===== config.mk =====
export PLATFORM = sky130hd
export DESIGN_NAME = sevenseg_scan_ctrl
export DESIGN_NICKNAME = d
export VERILOG_FILES = /design/src/rtl/sevenseg_scan_ctrl.sv
export SDC_FILE = /design/constraint.sdc
export NUM_CORES = 1
export LEC_CHECK = 0
export ABC_AREA = 1
export CORE_MARGIN = 4
export CORE_UTILIZATION = 50
export CTS_CLUSTER_DIAMETER = 80
export CTS_CLUSTER_SIZE = 20
export DETAILED_ROUTE_END_ITERATION = 10
export PLACE_DENSITY = 0.84
export SYNTH_ARGS = -nofsm -noshare
export SYNTH_HDL_FRONTEND = slang
export SYNTH_SLANG_ARGS = --single-unit

===== constraint.sdc =====
create_clock -name clk -period 9.97 [get_ports clk]
set_input_delay 0.997 -clock clk [delete_from_list [all_inputs] [get_ports clk]]
set_output_delay 0.997 -clock clk [all_outputs]
set_load 0.005 [all_outputs]

===== src/rtl/sevenseg_scan_ctrl.sv =====
// sevenseg_scan_ctrl
//   Time-multiplexed scan controller for a common-anode multi-digit
//   seven-segment display. One hex decoder is shared across all digits; the
//   scan visits one digit per refresh slot and keeps every anode off for a
//   short blank window at the start of each slot to suppress ghosting.
//   Display writes land in a shadow register and are copied to the active
//   register only at a frame boundary, so a frame never shows mixed data.
//
// Ports
//   clk        system clock
//   rst        asynchronous active-high reset
//   wr_en      single-cycle write strobe
//   wr_data    hex nibbles, digit i = wr_data[4i+3:4i]
//   wr_mask    per-digit enable, 0 = digit dark
//   pending    shadow holds a write that has not been committed yet
//   frame_done one-cycle pulse after the last digit slot of a frame ends
//   anode      active-low digit select (at most one bit low)
//   cathode    active-low segments, bit6..bit0 = g f e d c b a
//
// Write protocol: wr_en is a fire-and-forget strobe with no back-pressure.
// Every cycle with wr_en=1 captures wr_data/wr_mask; the latest capture
// before a frame boundary is the one that gets committed. A strobe that
// lands on the frame-boundary cycle itself is committed straight to the
// active register and leaves nothing pending.

module sevenseg_scan_ctrl #(
  parameter int NUM_DIGITS   = 8,
  parameter int REFRESH_DIV  = 100000,
  parameter int BLANK_CYCLES = 16
) (
  input  logic                    clk,
  input  logic                    rst,
  input  logic                    wr_en,
  input  logic [4*NUM_DIGITS-1:0] wr_data,
  input  logic [NUM_DIGITS-1:0]   wr_mask,
  output logic                    pending,
  output logic                    frame_done,
  output logic [NUM_DIGITS-1:0]   anode,
  output logic [6:0]              cathode
);

  localparam int IDX_W = (NUM_DIGITS > 1) ? $clog2(NUM_DIGITS) : 1;
  localparam int PS_W  = (REFRESH_DIV > 1) ? $clog2(REFRESH_DIV) : 1;

  localparam logic [PS_W-1:0]  PS_LAST   = PS_W'(REFRESH_DIV - 1);
  localparam logic [PS_W-1:0]  BLANK_LIM = PS_W'(BLANK_CYCLES);
  localparam logic [IDX_W-1:0] IDX_LAST  = IDX_W'(NUM_DIGITS - 1);

  // Hex glyphs, active low, bit order g f e d c b a.
  function automatic logic [6:0] hex_to_seg(input logic [3:0] h);
    logic [6:0] s;
    case (h)
      4'h0:    s = 7'h40;
      4'h1:    s = 7'h79;
      4'h2:    s = 7'h24;
      4'h3:    s = 7'h30;
      4'h4:    s = 7'h19;
      4'h5:    s = 7'h12;
      4'h6:    s = 7'h02;
      4'h7:    s = 7'h78;
      4'h8:    s = 7'h00;
      4'h9:    s = 7'h10;
      4'hA:    s = 7'h08;
      4'hB:    s = 7'h03;
      4'hC:    s = 7'h46;
      4'hD:    s = 7'h21;
      4'hE:    s = 7'h06;
      default: s = 7'h0E;
    endcase
    return s;
  endfunction

  logic [PS_W-1:0]         prescaler;
  logic [IDX_W-1:0]        idx;
  logic [4*NUM_DIGITS-1:0] active_data;
  logic [NUM_DIGITS-1:0]   active_mask;
  logic [4*NUM_DIGITS-1:0] shadow_data;
  logic [NUM_DIGITS-1:0]   shadow_mask;

  logic                    slot_end;
  logic                    frame_end;
  logic [3:0]              nib;
  logic [NUM_DIGITS-1:0]   anode_nxt;
  logic [6:0]              cathode_nxt;

  // Pin values are derived from the current counter state and active data
  // only; the shadow never reaches the decoder.
  always_comb begin
    slot_end    = (prescaler == PS_LAST);
    frame_end   = slot_end && (idx == IDX_LAST);
    nib         = active_data[{idx, 2'b00} +: 4];
    anode_nxt   = '1;
    cathode_nxt = 7'h7F;
    if ((prescaler >= BLANK_LIM) && active_mask[idx]) begin
      anode_nxt   = ~(NUM_DIGITS'(1) << idx);
      cathode_nxt = hex_to_seg(nib);
    end
  end

  always_ff @(posedge clk or posedge rst) begin
    if (rst) begin
      prescaler   <= '0;
      idx         <= '0;
      active_data <= '0;
      active_mask <= '0;
      shadow_data <= '0;
      shadow_mask <= '0;
      pending     <= 1'b0;
      frame_done  <= 1'b0;
      anode       <= '1;
      cathode     <= 7'h7F;
    end else begin
      prescaler <= slot_end ? '0 : prescaler + PS_W'(1);
      if (slot_end) begin
        idx <= (idx == IDX_LAST) ? '0 : idx + IDX_W'(1);
      end

      frame_done <= frame_end;
      anode      <= anode_nxt;
      cathode    <= cathode_nxt;

      if (wr_en) begin
        shadow_data <= wr_data;
        shadow_mask <= wr_mask;
      end

      // A strobe on the boundary cycle bypasses the shadow; otherwise the
      // boundary commits whatever the shadow holds.
      if (wr_en && frame_end) begin
        active_data <= wr_data;
        active_mask <= wr_mask;
        pending     <= 1'b0;
      end else if (wr_en) begin
        pending <= 1'b1;
      end else if (frame_end && pending) begin
        active_data <= shadow_data;
        active_mask <= shadow_mask;
        pending     <= 1'b0;
      end
    end
  end

endmodule

==> Word level (Yosys, flattened, before mapping) <==
Memory sizes are Yosys's and may differ from the RTL's.
Index checks and enable logic that the tools add are counted.
{ "classes": {"addsub": 2, "magnitude_cmp": 2, "eq_ne": 3, "n_shift": 2, "muxes": 15, "bitwise": 1, "n_reduce_logical": 7} }
{ "ops": {"columns": ["operator", "count"], "rows": [
  ["2-to-1 mux 32 bit", 3],
  ["2-to-1 mux 8 bit", 4],
  ["variable part select 32 x 6 -> 4 bit", 1],
  ["adder 17 x 1 -> 17 bit (second input constant)", 1],
  ["equality test 17 bit (second input constant)", 1],
  [">= comparator 17 x 5 -> 1 bit (second input constant)", 1],
  ["2-to-1 mux 17 bit", 1],
  ["NOT 8 bit", 1],
  ["<< shifter 1 x 3 -> 8 bit (first input constant)", 1],
  ["2-to-1 mux 7 bit", 1],
  ["logical AND 1 bit", 4],
  ["less-than comparator 3 x 4 -> 1 bit (second input constant)", 1],
  ["2-to-1 mux 1 bit", 4],
  ["adder 3 x 1 -> 3 bit (second input constant)", 1],
  ["binary-select mux 1 bit (select 3 bit)", 1],
  ["equality test 3 bit (second input constant)", 1],
  ["2-to-1 mux 3 bit", 1],
  ["nonzero test 3 bit", 1],
  ["inequality test 2 x 1 -> 1 bit (second input constant)", 1],
  ["AND reduction 2 bit", 1],
  ["nonzero test 2 bit", 1]
]} }
{ "word_totals": {"register_bits": 117, "rom_bits": 112, "inputBits": 43, "output_inout_bits": 17, "n_memories": 1} }
{ "memory_table": {"columns": ["memory", "words", "width", "rd", "rd_ports_with_merged_regs", "wr", "line_no", "rtl"], "rows": [
  ["(name not given)", 16, 7, 1, 0, 0, "52", "case (h)"]
]} }

==> Longest topological paths before layout <==
Gate-level depths: netlist of run 1.
{ "depth": {"depth_word": 6, "depth_mapped": 13, "ltp_nobuf": 12} }

==> Worst setup path before layout of run 1 <==
No wires, ideal clock.
{ "synth_path": {"path_kind": "in2reg", "startpoint": "in wr_en", "endpoint": "reg shadow_data[0]", "arrival_ns": 1.810, "required_time_ns": 9.833, "slack_ns": 8.024, "cell_stages": 4, "cell_sequence": "buf_2 -> buf_1 -> buf_1 -> a21oi_1"} }
{ "synth_rtl": {"columns": ["element", "line_no", "rtl"], "rows": [
  ["start, declared", "33", "input logic wr_en,"],
  ["end signal, assigned", "123", "shadow_data <= wr_data;"],
  ["end, declared", "77", "logic [4*NUM_DIGITS-1:0] shadow_data;"]
]} }
No word-level cell between the ends.

==> Worst setup path after layout of run 1 <==
{ "layout_path": {"startpoint": "in wr_en", "endpoint": "reg active_data[9]"} }
{ "layout_between": {"elab_chain_cells": 3, "elab_cells_between_ends": 5, "cone_classes": "eq/ne: 1; mux: 1; reduce/logical: 3"} }
{ "layout_rtl": {"columns": ["element", "line_no", "rtl"], "rows": [
  ["logical AND 1 bit", "129", "if (wr_en && frame_end) begin"],
  ["inequality test 2 x 1 -> 1 bit (no source line) / nonzero test 2 bit (equally long branches)", null, null],
  ["AND reduction 2 bit (no source line)", null, null],
  ["end signal, assigned", "130", "active_data <= wr_data;"],
  ["end signal, assigned", "136", "active_data <= shadow_data;"],
  ["end, declared", "75", "logic [4*NUM_DIGITS-1:0] active_data;"]
]} }
Several ways; a longest one is shown, not always the timed one.
A chain may end at the register's enable or synchronous reset.

==> results.cfg, run 1 <==
[outcome]
status = finished, final reports clean

[placement]
place_hpwl_um = 8535
io_buffers = 59
placed_area_mm2 = 0.006521
gp_congestion = 0.8685
placedCellCount = 938
place_ws_ns = 6.859

[floorplan]
fp.dieW_um = 116.8
rows = 39
die-area_mm2 = 0.01365
ios = 60
core-area_mm2 = 0.01152
fp.dieH_um = 116.8
initial_core_util_pct = 51.43

[clock_network]
path_clk_slew_ns = 0.05
cts_tree = yes
cts_hold_buf = 0
clk_latency_ns = 0.42
clock_sinks = 117
cts_resized = 0
cts_setup_buffers = 0
root_buffer = clkbuf_16
cts_made_buffers = 17
htreeDepth = 4
clock_path_buffers = 2

[global_route]
antenna_found_initial = 0
grt_max_degree = 78
grt_pass1_vias = 4709
grt_pass1_wl_um = 21310
grt_remaining_overflow = 0
grt_usage_pct = 20.13

[worst_hold_path]
hp-class = flop to flop

[routing]
ant_nets = 0
drt-wirelength-per-cell_um = 13.08
vias_per_cell = 5.065
via_count = 4913
wl_um = 12690
drt_iter0_drc = 316
first_pass_iters = 5
route.detailed.drc = 0

[critical_path]
crit_type = input port to flop
critical_path.max_fanout = 53
slowest_stage = inv_1
crit_path_start_kind = input port
worstPathArrival_ns = 3.06
cp-end-kind = flop
max_stage_delay_ns = 0.76
cpMostUsedCell = inv_1
required_ns = 10.27
path_cells = buf_2 > inv_1 > nor2_1 > inv_1 > nand3_1 > nand2_1

[timing]
maxSlewHeadroom_pct = 23.80
fin_tns_setup_ns = 0
hold_viol_final = 0
drv_slew = 0
rsz0062_at_grt = no
clock_skew_ns = 0.01198
min_period_ns = 2.756
period_share_pct = 27.64
max_freq_mhz = 362.8
fin_ws_ns = 7.214
finalSetupViolations = 0
tightestPinTransition_ns = 1.142

[yosys]
synthesis.area_mm2 = 0.005923
syn_nets = 820
syn_avg_cell_area_um2 = 7.753
yosysWarnings = 0
ys_seq_area_share_pct = 49.75
ys_ff_latch = 117
synthCells = 764
ys_types = 33

[finish]
n_antenna_cell = 0
instances_no_fill = 970
stdcell_area_mm2 = 0.007084
area_growth_pct = 19.60
nNetsFinal = 870
layout_common_cells = 220 x nand2_1, 143 x inv_1, 102 x dfrtp_1, 74 x nand3_1, 59 x nor2_1
fillerInstances = 973
final_common_cell = nand2_1
drive_gt1_share_pct = 7.981

[power_and_ir_drop]
power_frac_seq_pct = 43.6
vdd_ir_drop_max_mv = 0.1104
p_sw_w = 0.0002732
p_sw_share_pct = 23.39
p_int_w = 0.0008948
powerDensity_mw_per_mm2 = 164.9
power.leakage_nw = 3.650
p_comb_share_pct = 7.6
clock_power_share_pct = 48.8

[run]
drv_cap = 0
[metrics by stage]
stage / util [%] / hold WS (ns) / total power [W]
detailed placement: 56.63 / 0.4606 / 0.0006059
global placement: 56.63 / 0.4551 / 0.0006026
floorplan: - / 0.4384 / 0.0005692
CTS: 61.52 / 0.4735 / 0.001180
finish: 61.52 / 0.4670 / 0.001168
global route: 61.52 / 0.5012 / 0.001216
[routing by layer]
layer / GRT usage [%] / part of all wire, % / vias to the layer above
li1: - / - / 2430
met1: 25.44 / 43 / 2298
met2: 32.08 / 49 / 146
met3: 4.473 / 4.6 / 39
met4: 11.39 / 3.6 / 0
met5: 0 / 0 / -
[cells by family after synthesis]
family	after synthesis	synth area share [%]
adders and majority gates	13	2.746
DFF	117	49.75
and+or+nand+nor	393	29.11
xor gates and xnor gates	8	1.183
buffers and inverters	177	12.38
AOI/OAI and AO/OA	56	4.837
[worst max-delay path, delay by kind of cell]
kind | cells | cell delay (ns)
and+or+nand+nor | 3 | 0.52
buffers and inverters | 3 | 1.49
[synthesized netlist by cell type]
cell / count / area (um2)
nand2_1: 220 / 825.8
inv_1: 144 / 540.5
dfrtp_1: 102 / 2552
nand3_1: 74 / 370.4
nor2_1: 59 / 221.5
a21oi_1: 35 / 175.2
o21ai_0: 18 / 90.09
nand4_1: 16 / 100.1
dfstp_2: 15 / 394.1
ha_1: 13 / 162.7
buf_2: 9 / 45.04
buf_4: 7 / 52.55
buf_1: 5 / 18.77
nor3_1: 5 / 25.02
xor2_1: 5 / 43.79
buf_6: 4 / 45.04
clkbuf_1: 4 / 15.01
inv_2: 3 / 11.26
nand3_2: 3 / 30.03
nor2_4: 3 / 33.78
nor4_1: 3 / 18.77
xnor2_1: 3 / 26.28
nand2_2: 2 / 12.51
nand4_4: 2 / 42.54
nor2_2: 2 / 12.51
and2_1: 1 / 6.260
and3_1: 1 / 6.260
clkinv_2: 1 / 5.000
nand2_4: 1 / 11.26
nor3b_1: 1 / 7.510
o211ai_1: 1 / 7.510
o21ai_1: 1 / 5.000
o21ai_2: 1 / 8.760
[registers in the layout (all words and copies together) (netlist names)]
name / count
active_data: 32
shadow_data: 32
prescaler: 17
active_mask: 8
anode: 8
shadow_mask: 8
cathode: 7
idx: 3
frame_done: 1
pending: 1
[power by group through the flow]
stage / registers [W] / clock network [W] / logic, W
3_5_place_dp: 0.000517 / 0 / 0.0000888
2_1_floorplan: 0.000516 / 0 / 0.0000534
4_1_cts: 0.000509 / 0.000581 / 0.0000897
5_1_grt: 0.000512 / 0.000603 / 0.000102
3_3_place_gp: 0.000516 / 0 / 0.0000862
6_report: 0.000509 / 0.000570 / 0.0000883
[cell type report]
type | instances | area, um2 | share of cell area, %
multi-input cells | 470 | 2243 | 31.67
flip-flops and latches | 117 | 2947 | 41.59
clock inverters | 11 | 102.6 | 1.448
repair buffers | 60 | 593.1 | 8.372
inverters | 148 | 559.3 | 7.895
well taps | 143 | 178.9 | 2.526
clock buffers | 21 | 460.4 | 6.499
[final timing paths]
path / start / to / slack (ns) / cells past startpoint
worst min register to register: shadow_data[18] / shadow_data[18] / 0.47 / 2
worst max-delay path: wr_en / active_data[9] / 7.21 / 6
worst min-delay path: shadow_data[18] / shadow_data[18] / 0.47 / 2
max in group asynchronous: rst / active_data[1] / 7.66 / 3
min in group asynchronous: rst / frame_done / 0.96 / 2
worst max register to register: idx[0] / cathode[0] / 7.22 / 10
Note: power is estimated with default switching activity, not from simulation.
==> inputs of run 2 (changes only) <==
--- a/config.mk
+++ b/config.mk
@@ -11,7 +11,7 @@
 export CTS_CLUSTER_DIAMETER = 80
 export CTS_CLUSTER_SIZE = 20
 export DETAILED_ROUTE_END_ITERATION = 10
-export PLACE_DENSITY = 0.84
+export PLACE_DENSITY = 0.86
 export SYNTH_ARGS = -nofsm -noshare
 export SYNTH_HDL_FRONTEND = slang
 export SYNTH_SLANG_ARGS = --single-unit
==> constraint.sdc (replaced) <==
create_clock -name clk -period 2.45 [get_ports clk]
set_input_delay 0.245 -clock clk [delete_from_list [all_inputs] [get_ports clk]]
set_output_delay 0.245 -clock clk [all_outputs]
set_load 0.005 [all_outputs]
==> run 2 against run 1 <==
Against the previous run: cell area is 1.5% higher; setup slack worse by 7.0 ns; hold slack worse by 0.26 ns; clock power grew to 4.4 times the previous value; combinational power grew to 4.1 times the previous value; highest routed layer unchanged.
==> results.cfg, run 2 (synthesis results as in run 1) <==
[outcome]
status = finished, final reports clean

[global_route]
grt_pass1_vias = 4802
grt_max_degree = 118
grt_usage_pct = 20.87
grt_pass1_wl_um = 22190
antenna_found_initial = 0
grt_remaining_overflow = 0

[critical_path]
path_cells = inv_1 > nand3_1 > nand2_1 > o21ai_1 > inv_1 > ha_1 > nand3_1 > nand2_1 > nand2_1 > nand3_1
worstPathArrival_ns = 2.56
max_stage_delay_ns = 0.57
cp.buffers_inverters = 2
slowest_stage = dfrtp_1
critical_path.max_fanout = 12
cp-end-kind = flop
crit_path_start_kind = flop
required_ns = 2.77
crit_type = flop to flop
critPathTopFamily = flip-flops
rrSetupSlack_ns = 0.21

[finish]
top_regs = active_data: 32 flops, shadow_data: 32 flops, prescaler: 17 flops
nNetsFinal = 876
drive_gt1_share_pct = 8.884
n_antenna_cell = 0
final_common_cell = nand2_1
area_growth_pct = 21.36
layout_common_cells = 220 x nand2_1, 143 x inv_1, 102 x dfrtp_1, 74 x nand3_1, 59 x nor2_1
stdcell_area_mm2 = 0.007188
fillerInstances = 960

[routing]
drt_iter0_drc = 425
wl_um = 12800
route.detailed.drc = 0
vias_per_cell = 4.959
first_pass_iters = 5
drt-wirelength-per-cell_um = 13.11
ant_nets = 0
via_count = 4840

[clock_network]
htreeDepth = 4
cts_hold_buf = 0
cts_resized = 0
cts_made_buffers = 17
path_clk_slew_ns = 0.06
clk_latency_ns = 0.41
cts_tree = yes
root_buffer = clkbuf_16
clock_sinks = 117
cts_setup_buffers = 0
clock_path_buffers = 2

[power_and_ir_drop]
total_power_w = 0.004927
powerDensity_mw_per_mm2 = 685.5
vdd_ir_drop_max_mv = 0.4630
power.leakage_nw = 3.696

[timing]
finalSetupViolations = 0
fin_tns_setup_ns = 0
tightestPinTransition_ns = 0.6100
clock_skew_ns = 0.008646
min_period_ns = 2.243
fin_ws_ns = 0.2070
hold_viol_final = 0
period_share_pct = 91.55
max_freq_mhz = 445.8
rsz0062_at_grt = no
maxSlewHeadroom_pct = 59.33
drv_slew = 0

[floorplan]
rows = 39
ios = 60
fp.dieW_um = 116.8
initial_core_util_pct = 51.43
fp.dieH_um = 116.8
die-area_mm2 = 0.01365
core-area_mm2 = 0.01152

[placement]
placed_area_mm2 = 0.006593
place_ws_ns = 0.2904
gp_congestion = 0.9068
place_hpwl_um = 8696
io_buffers = 59

[worst_hold_path]
hp-class = input port to flop

[run]
drv_cap = 0
-- run 2: changes by cell type in the layout (fill, tap and decap cells not counted), sizes merged --
cell      previous run  this run
inv                148       153
clkinv               7         4
clkbuf              21        17
bufinv               1         2
buf                  2         8
clkinvlp             3         4
-- run 2: metrics by stage --
stage	cells	hold WS, ns	util, %
floorplan	764	0.3813	-
global placement	944	0.4624	57.25
detailed placement	944	0.4628	57.25
CTS	976	0.2030	62.42
global route	976	0.2276	62.42
finish	976	0.2045	62.42
-- run 2: worst reg2reg max path, delay by kind of cell, from the launching register on --
family	cells	cell delay, ns
AO/OA/AOI/OAI	1	0.40
adder cells (fa/ha/maj)	1	0.25
buffers and inverters	2	0.37
flip-flops	1	0.57
AND/OR/NAND/NOR	6	0.55
-- run 2: path summary, 6_finish.rpt --
check | from | depth (start not counted) | to
worst max-delay path | idx[1] | 10 | cathode[5]
worst min-delay path | wr_en | 2 | shadow_mask[6]
worst max register to register | idx[1] | 10 | cathode[5]
worst min register to register | shadow_data[17] | 2 | shadow_data[17]
max in group asynchronous | rst | 3 | active_data[20]
min in group asynchronous | rst | 3 | shadow_data[29]
-- run 2: layout make-up --
| cell class | count | area, um2 | share of cell area [%] |
|---|---|---|---|
| Sequential cell | 117 | 2947 | 40.99 |
| Tap cell | 143 | 178.9 | 2.489 |
| Clock inverter | 15 | 170.2 | 2.367 |
| Multi-Input combinational cell | 470 | 2243 | 31.21 |
| Inverter | 148 | 560.5 | 7.798 |
| Clock buffer | 17 | 425.4 | 5.918 |
| Timing Repair Buffer | 66 | 663.1 | 9.225 |
-- run 2: layer usage --
layer | up-vias | GRT usage, % | wire length, um
met2 | 130 | 34.81 | 6421
met4 | 0 | 7.722 | 268
met3 | 27 | 5.347 | 663
met1 | 2228 | 26.34 | 5443
li1 | 2455 | - | -
met5 | - | 0 | 0
-- run 2: power breakdown --
part	leakage [nW]	total [W]	switching, W	internal, W
logic	2.02	0.000364	0.000205	0.000160
registers	1.39	0.00207	0.0000319	0.00204
clock network	0.282	0.00249	0.000969	0.00152
total	3.70	0.00493	0.00121	0.00372
